File: src/rtl/stream_stats_pkg.sv
// Shared definitions for the AXI-Stream statistics monitor and its
// AXI-Lite register block: hash parameters, register map, skid states.
package stream_stats_pkg;

  localparam logic [31:0] HASH_SEED_DEFAULT = 32'h811C9DC5;
  localparam int          HASH_ROT          = 5;

  // Read-only register map shared with the AXI-Lite register block
  localparam logic [3:0] REG_LAST_HASH  = 4'h0;
  localparam logic [3:0] REG_WORD_COUNT = 4'h4;
  localparam logic [3:0] REG_PKT_COUNT  = 4'h8;

  typedef enum logic [1:0] {
    SKID_EMPTY = 2'd0,
    SKID_ONE   = 2'd1,
    SKID_FULL  = 2'd2
  } skid_state_t;

  // Rolling hash: rotate left by HASH_ROT, then fold in the beat data
  function automatic logic [31:0] hash_step(input logic [31:0] h, input logic [31:0] d);
    return {h[31-HASH_ROT:0], h[31:32-HASH_ROT]} ^ d;
  endfunction

endpackage

File: src/rtl/axis_stream_stats_if.sv
// AXI-Stream channel bundle (32-bit data + last) used on both sides
// of the statistics monitor.
interface axis_stream_stats_if;
  logic [31:0] tdata;
  logic        tvalid;
  logic        tready;
  logic        tlast;

  modport master (output tdata, output tvalid, output tlast, input tready);
  modport slave  (input tdata, input tvalid, input tlast, output tready);
endinterface

File: src/rtl/axis_skid_buffer.sv
// Two-entry registered skid buffer: output register plus one skid
// register, with a registered upstream ready that drops only when full.
module axis_skid_buffer
  import stream_stats_pkg::*;
#(
  parameter int WIDTH = 33
) (
  input  logic             ACLK,
  input  logic             ARESETN,
  input  logic [WIDTH-1:0] s_data,
  input  logic             s_valid,
  output logic             s_ready,
  output logic [WIDTH-1:0] m_data,
  output logic             m_valid,
  input  logic             m_ready
);

  skid_state_t      state_reg, state_next;
  logic [WIDTH-1:0] out_data_reg, out_data_next;
  logic [WIDTH-1:0] skid_data_reg, skid_data_next;
  logic             s_ready_reg, s_ready_next;
  logic             accept;
  logic             m_hs;

  assign accept  = s_valid && s_ready_reg;
  assign m_hs    = (state_reg != SKID_EMPTY) && m_ready;
  assign s_ready = s_ready_reg;
  assign m_valid = (state_reg != SKID_EMPTY);
  assign m_data  = out_data_reg;

  // State, payload and ready registers; reset empties both entries
  always_ff @(posedge ACLK) begin
    if (!ARESETN) begin
      state_reg     <= SKID_EMPTY;
      out_data_reg  <= '0;
      skid_data_reg <= '0;
      s_ready_reg   <= 1'b1;
    end else begin
      state_reg     <= state_next;
      out_data_reg  <= out_data_next;
      skid_data_reg <= skid_data_next;
      s_ready_reg   <= s_ready_next;
    end
  end

  // Next-state and payload steering; ready is precomputed from next state
  always_comb begin
    state_next     = state_reg;
    out_data_next  = out_data_reg;
    skid_data_next = skid_data_reg;
    unique case (state_reg)
      SKID_EMPTY: begin
        if (accept) begin
          out_data_next = s_data;
          state_next    = SKID_ONE;
        end
      end
      SKID_ONE: begin
        if (accept && m_hs) begin
          out_data_next = s_data;
        end else if (accept) begin
          skid_data_next = s_data;
          state_next     = SKID_FULL;
        end else if (m_hs) begin
          state_next = SKID_EMPTY;
        end
      end
      SKID_FULL: begin
        if (m_hs) begin
          out_data_next = skid_data_reg;
          state_next    = SKID_ONE;
        end
      end
      default: state_next = SKID_EMPTY;
    endcase
    s_ready_next = (state_next != SKID_FULL);
  end

endmodule

File: src/rtl/axis_stream_stats.sv
// Pass-through AXI-Stream monitor: forwards beats through a skid buffer
// and keeps word/packet counters plus a rolling per-packet hash.
module axis_stream_stats
  import stream_stats_pkg::*;
#(
  parameter logic [31:0] HASH_SEED = HASH_SEED_DEFAULT
) (
  input  logic                      ACLK,
  input  logic                      ARESETN,
  axis_stream_stats_if.slave        s_axis,
  axis_stream_stats_if.master       m_axis,
  input  logic                      stat_clear,
  output logic [31:0]               ro_last_hash,
  output logic [31:0]               ro_word_count,
  output logic [31:0]               ro_pkt_count,
  output logic                      in_packet
);

  logic [32:0] m_payload;
  logic        accept;
  logic [31:0] hash_next;
  logic [31:0] acc_reg;
  logic [31:0] last_hash_reg;
  logic [31:0] word_count_reg;
  logic [31:0] pkt_count_reg;
  logic        in_packet_reg;

  axis_skid_buffer #(.WIDTH(33)) u_skid (
    .ACLK    (ACLK),
    .ARESETN (ARESETN),
    .s_data  ({s_axis.tlast, s_axis.tdata}),
    .s_valid (s_axis.tvalid),
    .s_ready (s_axis.tready),
    .m_data  (m_payload),
    .m_valid (m_axis.tvalid),
    .m_ready (m_axis.tready)
  );

  assign m_axis.tdata = m_payload[31:0];
  assign m_axis.tlast = m_payload[32];

  assign accept    = s_axis.tvalid && s_axis.tready;
  assign hash_next = hash_step(acc_reg, s_axis.tdata);

  // Statistics on the upstream side; clear wins over a same-cycle beat
  // for the visible registers but never disturbs the running hash
  always_ff @(posedge ACLK) begin
    if (!ARESETN) begin
      acc_reg        <= HASH_SEED;
      in_packet_reg  <= 1'b0;
      last_hash_reg  <= '0;
      word_count_reg <= '0;
      pkt_count_reg  <= '0;
    end else begin
      if (accept) begin
        acc_reg       <= s_axis.tlast ? HASH_SEED : hash_next;
        in_packet_reg <= !s_axis.tlast;
      end
      if (stat_clear) begin
        last_hash_reg  <= '0;
        word_count_reg <= '0;
        pkt_count_reg  <= '0;
      end else if (accept) begin
        word_count_reg <= word_count_reg + 32'd1;
        if (s_axis.tlast) begin
          pkt_count_reg <= pkt_count_reg + 32'd1;
          last_hash_reg <= hash_next;
        end
      end
    end
  end

  assign ro_last_hash  = last_hash_reg;
  assign ro_word_count = word_count_reg;
  assign ro_pkt_count  = pkt_count_reg;
  assign in_packet     = in_packet_reg;

endmodule

File: src/flat_wrapper.sv
// flat-port wrapper written by rule: the top's interface ports become plain ports
module axis_stream_stats_flat import stream_stats_pkg::*;
#(
  parameter logic [31:0] HASH_SEED = HASH_SEED_DEFAULT
)
  (ACLK, ARESETN, stat_clear, ro_last_hash, ro_word_count, ro_pkt_count, in_packet, s_axis_tdata, s_axis_tvalid, s_axis_tlast, s_axis_tready, m_axis_tdata, m_axis_tvalid, m_axis_tlast, m_axis_tready);
  axis_stream_stats_if s_axis_i ();
  axis_stream_stats_if m_axis_i ();
  input  logic ACLK;
  input  logic ARESETN;
  input  logic stat_clear;
  output logic [31:0] ro_last_hash;
  output logic [31:0] ro_word_count;
  output logic [31:0] ro_pkt_count;
  output logic in_packet;
  input wire logic [$bits(s_axis_i.tdata)-1:0] s_axis_tdata;
  input wire logic [$bits(s_axis_i.tvalid)-1:0] s_axis_tvalid;
  input wire logic [$bits(s_axis_i.tlast)-1:0] s_axis_tlast;
  output wire logic [$bits(s_axis_i.tready)-1:0] s_axis_tready;
  output wire logic [$bits(m_axis_i.tdata)-1:0] m_axis_tdata;
  output wire logic [$bits(m_axis_i.tvalid)-1:0] m_axis_tvalid;
  output wire logic [$bits(m_axis_i.tlast)-1:0] m_axis_tlast;
  input wire logic [$bits(m_axis_i.tready)-1:0] m_axis_tready;
  assign s_axis_i.tdata = s_axis_tdata;
  assign s_axis_i.tvalid = s_axis_tvalid;
  assign s_axis_i.tlast = s_axis_tlast;
  assign s_axis_tready = s_axis_i.tready;
  assign m_axis_tdata = m_axis_i.tdata;
  assign m_axis_tvalid = m_axis_i.tvalid;
  assign m_axis_tlast = m_axis_i.tlast;
  assign m_axis_i.tready = m_axis_tready;
  axis_stream_stats #(.HASH_SEED(HASH_SEED)) u_core (.ACLK(ACLK), .ARESETN(ARESETN), .s_axis(s_axis_i), .m_axis(m_axis_i), .stat_clear(stat_clear), .ro_last_hash(ro_last_hash), .ro_word_count(ro_word_count), .ro_pkt_count(ro_pkt_count), .in_packet(in_packet));
endmodule
File: config.mk
export PLATFORM = sky130hd
export DESIGN_NAME = axis_stream_stats_flat
export DESIGN_NICKNAME = d
export VERILOG_FILES = /design/src/rtl/stream_stats_pkg.sv /design/src/rtl/axis_stream_stats_if.sv /design/src/rtl/axis_skid_buffer.sv /design/src/rtl/axis_stream_stats.sv /design/src/flat_wrapper.sv
export SDC_FILE = /design/constraint.sdc
export NUM_CORES = 1
export LEC_CHECK = 0
export BUFFER_PORTS_ARGS = -buffer_cell sky130_fd_sc_hd__buf_4
export CAP_MARGIN = 15
export CORE_MARGIN = 1
export CORE_UTILIZATION = 30
export CTS_CLUSTER_DIAMETER = 50
export CTS_CLUSTER_SIZE = 14
export DETAILED_ROUTE_END_ITERATION = 12
export SKIP_CTS_REPAIR_TIMING = 1
export SYNTH_ARGS = -nofsm -noshare
export SYNTH_HDL_FRONTEND = slang
export SYNTH_SLANG_ARGS = --single-unit
File: constraint.sdc
create_clock -name ACLK -period 4.8 [get_ports ACLK]
set_input_delay 0.24 -clock ACLK [delete_from_list [all_inputs] [get_ports ACLK]]
set_output_delay 0.24 -clock ACLK [all_outputs]
set_load 0.02 [all_outputs]
==> results.ini, run 1 <==
[sta]
clock-skew-final_ps = 13.87
slew_headroom_pct = 22.42
worst_pin_slew_ps = 1164
clock.fmax_mhz = 430.2
grt_setup_unrepaired = false
hold_violations = 0
final.setup.tns_ps = 0
finalSetupViolations = 0
finalMaxSlewViolations = 0
post-route-min-period_ps = 2324
worst_slack_ps = 2476
fin_crit_sh_pct = 48.43

[synth]
synthesis.area_um2 = 8439
yosysWarnings = 0
synth_top_cells_by_area = dfxtp_1 47%, nand2_1 6.4%, mux2i_1 4.6%
syn_avg_cell_area_um2 = 8.988
synth_top_area_share_pct = 46.97
synth_top_area_cell = dfxtp_1
ys_types = 41
synth_edf_count = 0
postSynth.asyncResetShare_pct = 0
yosysSeqAreaShare_pct = 46.97
syn_inst = 939
syn-num-nets = 979
synth-main-ff-cell = dfxtp_1
ys_ff_latch = 198

[final_layout]
final_cell_mix = 198 x dfxtp_1, 174 x buf_4, 145 x nand2_1
stdcell_count = 1456
final_layout_size_suffix_gt1_share_pct = 19.85
nets = 1105
n_antenna_cell = 0
area_growth_pct = 25.31
mostFrequentLayoutCell = dfxtp_1
final_cell_area_um2 = 10580
final.fill_count = 2836

[power]
powerDensity_nw_per_um2 = 336.9
leakagePower_nw = 4.388
peakVddDrop_v = 0.0001831

[global_route]
grt_antenna_before_repair = 1
grt_pass1_wl_mm = 36.52
grt_pass1_vias = 6512
grt_use_total_pct = 16.17
grt_max_degree = 93
grt-ovfl-total = 0

[critical_path]
cp_data_required_time_ps = 5130
cp-startpoint = u_core.u_skid.s_ready$_SDFF_PN1_
critPathArrivalTime_ps = 2650
r2r_start = u_core.u_skid.s_ready$_SDFF_PN1_
reg2reg_setup_slack_ps = 2480
start_kind = register
end_kind = register
r2r_cells = 5
path_max_fanout = 66
r2r_end = u_core.u_skid.m_data[7]$_SDFFE_PN0P_
crit_type = register to register

[placed_design]
place_ws_ps = 2441
dp.cells = 1424
gp_congestion = 0.7899
placed_cell_area_um2 = 9985
io_buffers = 169
dp.final_hpwl_mm = 16.14

[clocking]
cts_buffers = 17
path_clk_slew_ps = 80
root_buffer = clkbuf_16
cts_sinks = 198
cts_tree = done
clk_latency_ps = 440
htree_levels = 4
clockBufferDepth = 2

[floorplan]
core_um2 = 27710
row_count = 61
fp.dieH_um = 169.7
design.die.area_um2 = 28810
die_w_um = 169.7
initial_core_util_pct = 30.46
ioPinCount = 170

[worst_hold_path]
min_from = m_axis_tready
hold_depth = 2
min_to = u_core.u_skid.state_reg[1]$_SDFF_PN0_
hp-class = primary input to register

[routing]
drtIter0Drc = 436
wl_mm = 23.29
vias = 7104
drtPass1Iterations = 5
drcViolationCount = 0
wl_per_cell_um = 15.99
postRouteAntennaNets = 0
drt-vias-per-instance = 4.879

[run]
cap_violations = 0

[status]
outcome = finished, final reports clean

-- synthesized netlist by cell type (2+ instances only) --
cell type  instances
and2_1            24
buf_2              6
nand2_1          145
a211oi_1          32
o31ai_1           22
o211a_1           33
dfxtp_1          198
o21a_1            18
clkbuf_1          57
nor2b_1            2
nand4_1           23
a21boi_0          34
nand2b_1           7
a21oi_1           38
nor2_1            76
xor2_1            13
xnor2_1           38
inv_1              9
nand3_1           21
mux2i_1           39
and3_1             4
o311ai_0           2
and4_1            14
ha_1               2
or3_1             11
buf_1              4
o2bb2ai_1         14
nor4_1             3
o21ai_0           16
or4_1             23
-- cell type report --
class	count	area [µm²]	area share, %
Tap cell	378	473.0	4.472
Sequential cell	198	3964	37.48
Timing Repair Buffer	174	1306	12.35
Clock inverter	14	151.4	1.432
Inverter	9	33.78	0.3195
Clock buffer	18	439.2	4.153
Multi-Input combinational cell	665	4208	39.79
-- worst max path at each step --
stage                                                  endpoint  slack [ps]  cells past startpoint
after CTS                       u_core.acc_reg[31]$_SDFFE_PN1P_        2430                      4
after global routing            u_core.acc_reg[31]$_SDFFE_PN1P_        2230                      4
final                      u_core.u_skid.m_data[7]$_SDFFE_PN0P_        2480                      5
after global placement          u_core.acc_reg[31]$_SDFFE_PN1P_        2460                      4
after floorplan            u_core.ro_pkt_count[27]$_SDFFE_PP0P_        2870                      4
after detailed placement  u_core.u_skid.m_data[29]$_SDFFE_PN0P_        2440                      5
-- kinds of logic (layout without fill, tap and decap cells) --
family          Yosys count  in the layout  share of synthesized area [%]
simple gates            361            361                          20.87
compound gates          212            212                          18.47
flops                   198            198                          46.97
buf+inv                  76            215                          3.469
xor+xnor                 51             51                          5.293
mux                      39             39                          4.626
fa+ha+maj                 2              2                         0.2965
-- critical path: stages (launching register included) --
cell	delay, ps
dfxtp_1	490
nand2_1	490
o31ai_4	330
buf_4	570
nand2_1	130
o211a_1	160
-- layer usage --
layer	wire length, µm	GRT usage (%)	vias to the layer above
li1	-	-	3580
met1	11350	22.83	3348
met2	10290	24.47	162
met3	1489	4.268	12
met4	155	3.486	2
met5	10	0	-
-- report_power, final --
| group | switching [mW] | internal, mW |
|---|---|---|
| sequential | 0.0378 | 1.70 |
| combinational | 0.224 | 0.157 |
| clock | 0.729 | 0.714 |
| total | 0.991 | 2.57 |
-- stage by stage --
stage                     utilization (%)  power (mW)  hold WS (ps)
after floorplan                         -       2.001         328.5
final                               38.17       3.563         43.65
after CTS                           38.17       3.608         16.03
after global placement              36.04       2.161         449.4
after global routing                38.17       3.714         32.14
after detailed placement            36.04       2.163         457.3
Note: power is estimated with default switching activity, not from simulation.
==> run 2, diff against run 1 <==
clock period = 2 ns   (was 4.8 ns; I/O delays follow)
==> results.ini, run 2 (same netlist as run 1, synthesis figures left out) <==
[clocking]
htree_levels = 4  ; unchanged
cts_sinks = 198  ; unchanged
path_clk_slew_ps = 90  ; about the same
cts_tree = done
clk_latency_ps = 440  ; about the same
clockBufferDepth = 2  ; unchanged
root_buffer = clkbuf_16
cts_buffers = 17  ; unchanged

[final_layout]
final_layout_size_suffix_gt1_share_pct = 21.82  ; +2.0 points
nets = 1173  ; +6.2%
final_cell_mix = 203 x buf_4, 198 x dfxtp_1, 144 x nand2_1
n_antenna_cell = 0  ; unchanged
final_util_pct = 40.69  ; +2.5 points
mostFrequentLayoutCell = buf_4
area_growth_pct = 33.58

[critical_path]
start_kind = register
cp_top_family = simple AND/OR/NAND/NOR gates
critPathSlowestCell = or4_1
cp_cell_sequence = nand4_1, or4_1, or4_1, a21oi_1
worst-path-stages = 4  ; -1
r2r_cells = 4  ; -1
crit_buf_inv = 0  ; -1
slowest_delay_ps = 570  ; about the same
critPathArrivalTime_ps = 2260  ; -390 ps
path_max_fanout = 5  ; -92%
reg2reg_setup_slack_ps = 110  ; -2360 ps
cp_data_required_time_ps = 2370  ; -2760 ps
crit_type = register to register
cp_common_cell = or4_1
end_kind = register

[routing]
drcViolationCount = 0  ; unchanged
wl_per_cell_um = 15.47  ; -3.3%
postRouteAntennaNets = 0  ; unchanged
drtIter0Drc = 497  ; +14%
drtPass1Iterations = 4  ; -1
vias = 7383  ; +3.9%
wl_mm = 23.58  ; +1.2%
drt-vias-per-instance = 4.844  ; -0.71%

[sta]
finalSetupViolations = 0  ; unchanged
fin_crit_sh_pct = 94.40  ; +46 points
clock-skew-final_ps = 15.47  ; +1.597 ps
finalMaxSlewViolations = 0  ; unchanged
clock.fmax_mhz = 529.7  ; +23%
slew_headroom_pct = 65.21  ; +43 points
worst_pin_slew_ps = 521.8  ; -641.9 ps
grt_setup_unrepaired = false
post-route-min-period_ps = 1888  ; -436.5 ps
final.setup.tns_ps = 0  ; unchanged
hold_violations = 0  ; unchanged

[worst_hold_path]
hp-class = primary input to register
hold_depth = 2  ; unchanged

[placed_design]
dp.final_hpwl_mm = 16.68  ; +3.3%
gp_congestion = 0.7915  ; +0.20%
io_buffers = 169  ; unchanged

[run]
cap_violations = 0  ; unchanged

[power]
power.share.switching_pct = 28.24  ; +0.43 points
p_sw_mw = 2.468  ; +150%
p_int_mw = 6.271  ; +140%
pwr-share-clk_pct = 40.6  ; about the same
power_mw = 8.738  ; +150%
leakagePower_nw = 4.733  ; +7.9%
combPwrFrac_pct = 11.6  ; +0.9 points
seq_power_share_pct = 47.7  ; -1.1 points
peakVddDrop_v = 0.0004418  ; +140%
powerDensity_nw_per_um2 = 775.1  ; +130%

[global_route]
grt_pass1_wl_mm = 37.20  ; +1.9%
grt_use_met2_pct = 24.88  ; +0.41 points
grt.busiest_layer = met2
grt_use_total_pct = 16.45  ; +0.28 points
grt-ovfl-total = 0  ; unchanged
grt_pass1_vias = 6851  ; +5.2%
use_met1_pct = 22.67  ; -0.16 points
grt_max_degree = 56  ; -40%
grt_antenna_before_repair = 0  ; -1
grt_use_met3_pct = 4.594  ; +0.33 points

[floorplan]
design.die.area_um2 = 28810  ; unchanged
initial_core_util_pct = 30.46  ; unchanged
fp.dieH_um = 169.7  ; unchanged
core_um2 = 27710  ; unchanged
row_count = 61  ; unchanged
ioPinCount = 170  ; unchanged
die_w_um = 169.7  ; unchanged

[status]
outcome = finished, final reports clean

==> run 2: cell types whose count changed in the layout (fill, tap and decap cells not counted), sizes merged <==
cell	delta
buf	+34
clkbuf	-1
clkinv	+2
clkinvlp	-1
dlygate4sd3	+34
==> run 2: worst reg2reg max path, stage by stage, from the launching register on <==
cell	delay (ps)
dfxtp_1	410
nand4_1	200
or4_1	570
or4_1	500
a21oi_1	160
==> run 2: stage by stage <==
stage,area [µm²],hold WS (ps),setup WS (ps),std cells
floorplan,8439,188.5,73.85,939
global placement,10300,323.9,151.6,1458
detailed placement,10300,329.4,87.10,1458
CTS,10930,-133.6,77.83,1490
global route,11270,31.47,14.76,1524
finish,11270,37.79,112.0,1524
==> run 2: worst paths after layout <==
| kind | from | to |
|---|---|---|
| max | u_core.ro_pkt_count[21]$_SDFFE_PP0P_ | u_core.ro_pkt_count[30]$_SDFFE_PP0P_ |
| min | ARESETN | u_core.u_skid.state_reg[1]$_SDFF_PN0_ |
| max reg2reg | u_core.ro_pkt_count[21]$_SDFFE_PP0P_ | u_core.ro_pkt_count[30]$_SDFFE_PP0P_ |
| min reg2reg | u_core.u_skid.skid_data_reg[19]$_SDFFE_PN0P_ | u_core.u_skid.skid_data_reg[19]$_SDFFE_PN0P_ |
==> run 2: final cells by class <==
| class | count | area [µm²] |
|---|---|---|
| Fill cell | 2791 | 16430 |
| Sequential cell | 198 | 3964 |
| Clock buffer | 17 | 425.4 |
| Timing Repair Buffer | 242 | 1964 |
| Clock inverter | 15 | 201.4 |
| Inverter | 9 | 33.78 |
| Tap cell | 378 | 473.0 |
| Multi-Input combinational cell | 665 | 4212 |
==> run 2: power groups by stage <==
stage / clock network, mW / logic (mW) / registers, mW
floorplan: 0 / 0.442 / 4.36
global placement: 0 / 0.966 / 4.26
detailed placement: 0 / 0.972 / 4.26
CTS: 3.66 / 0.977 / 4.17
global route: 3.83 / 1.11 / 4.19
finish: 3.55 / 1.02 / 4.17
==> run 2: per-layer routing <==
metal | share of wire (%) | vias to the layer above
li1 | - | 3722
met1 | 49 | 3480
met2 | 44 | 165
met3 | 6.1 | 16
met4 | 1.1 | 0
met5 | 0 | -
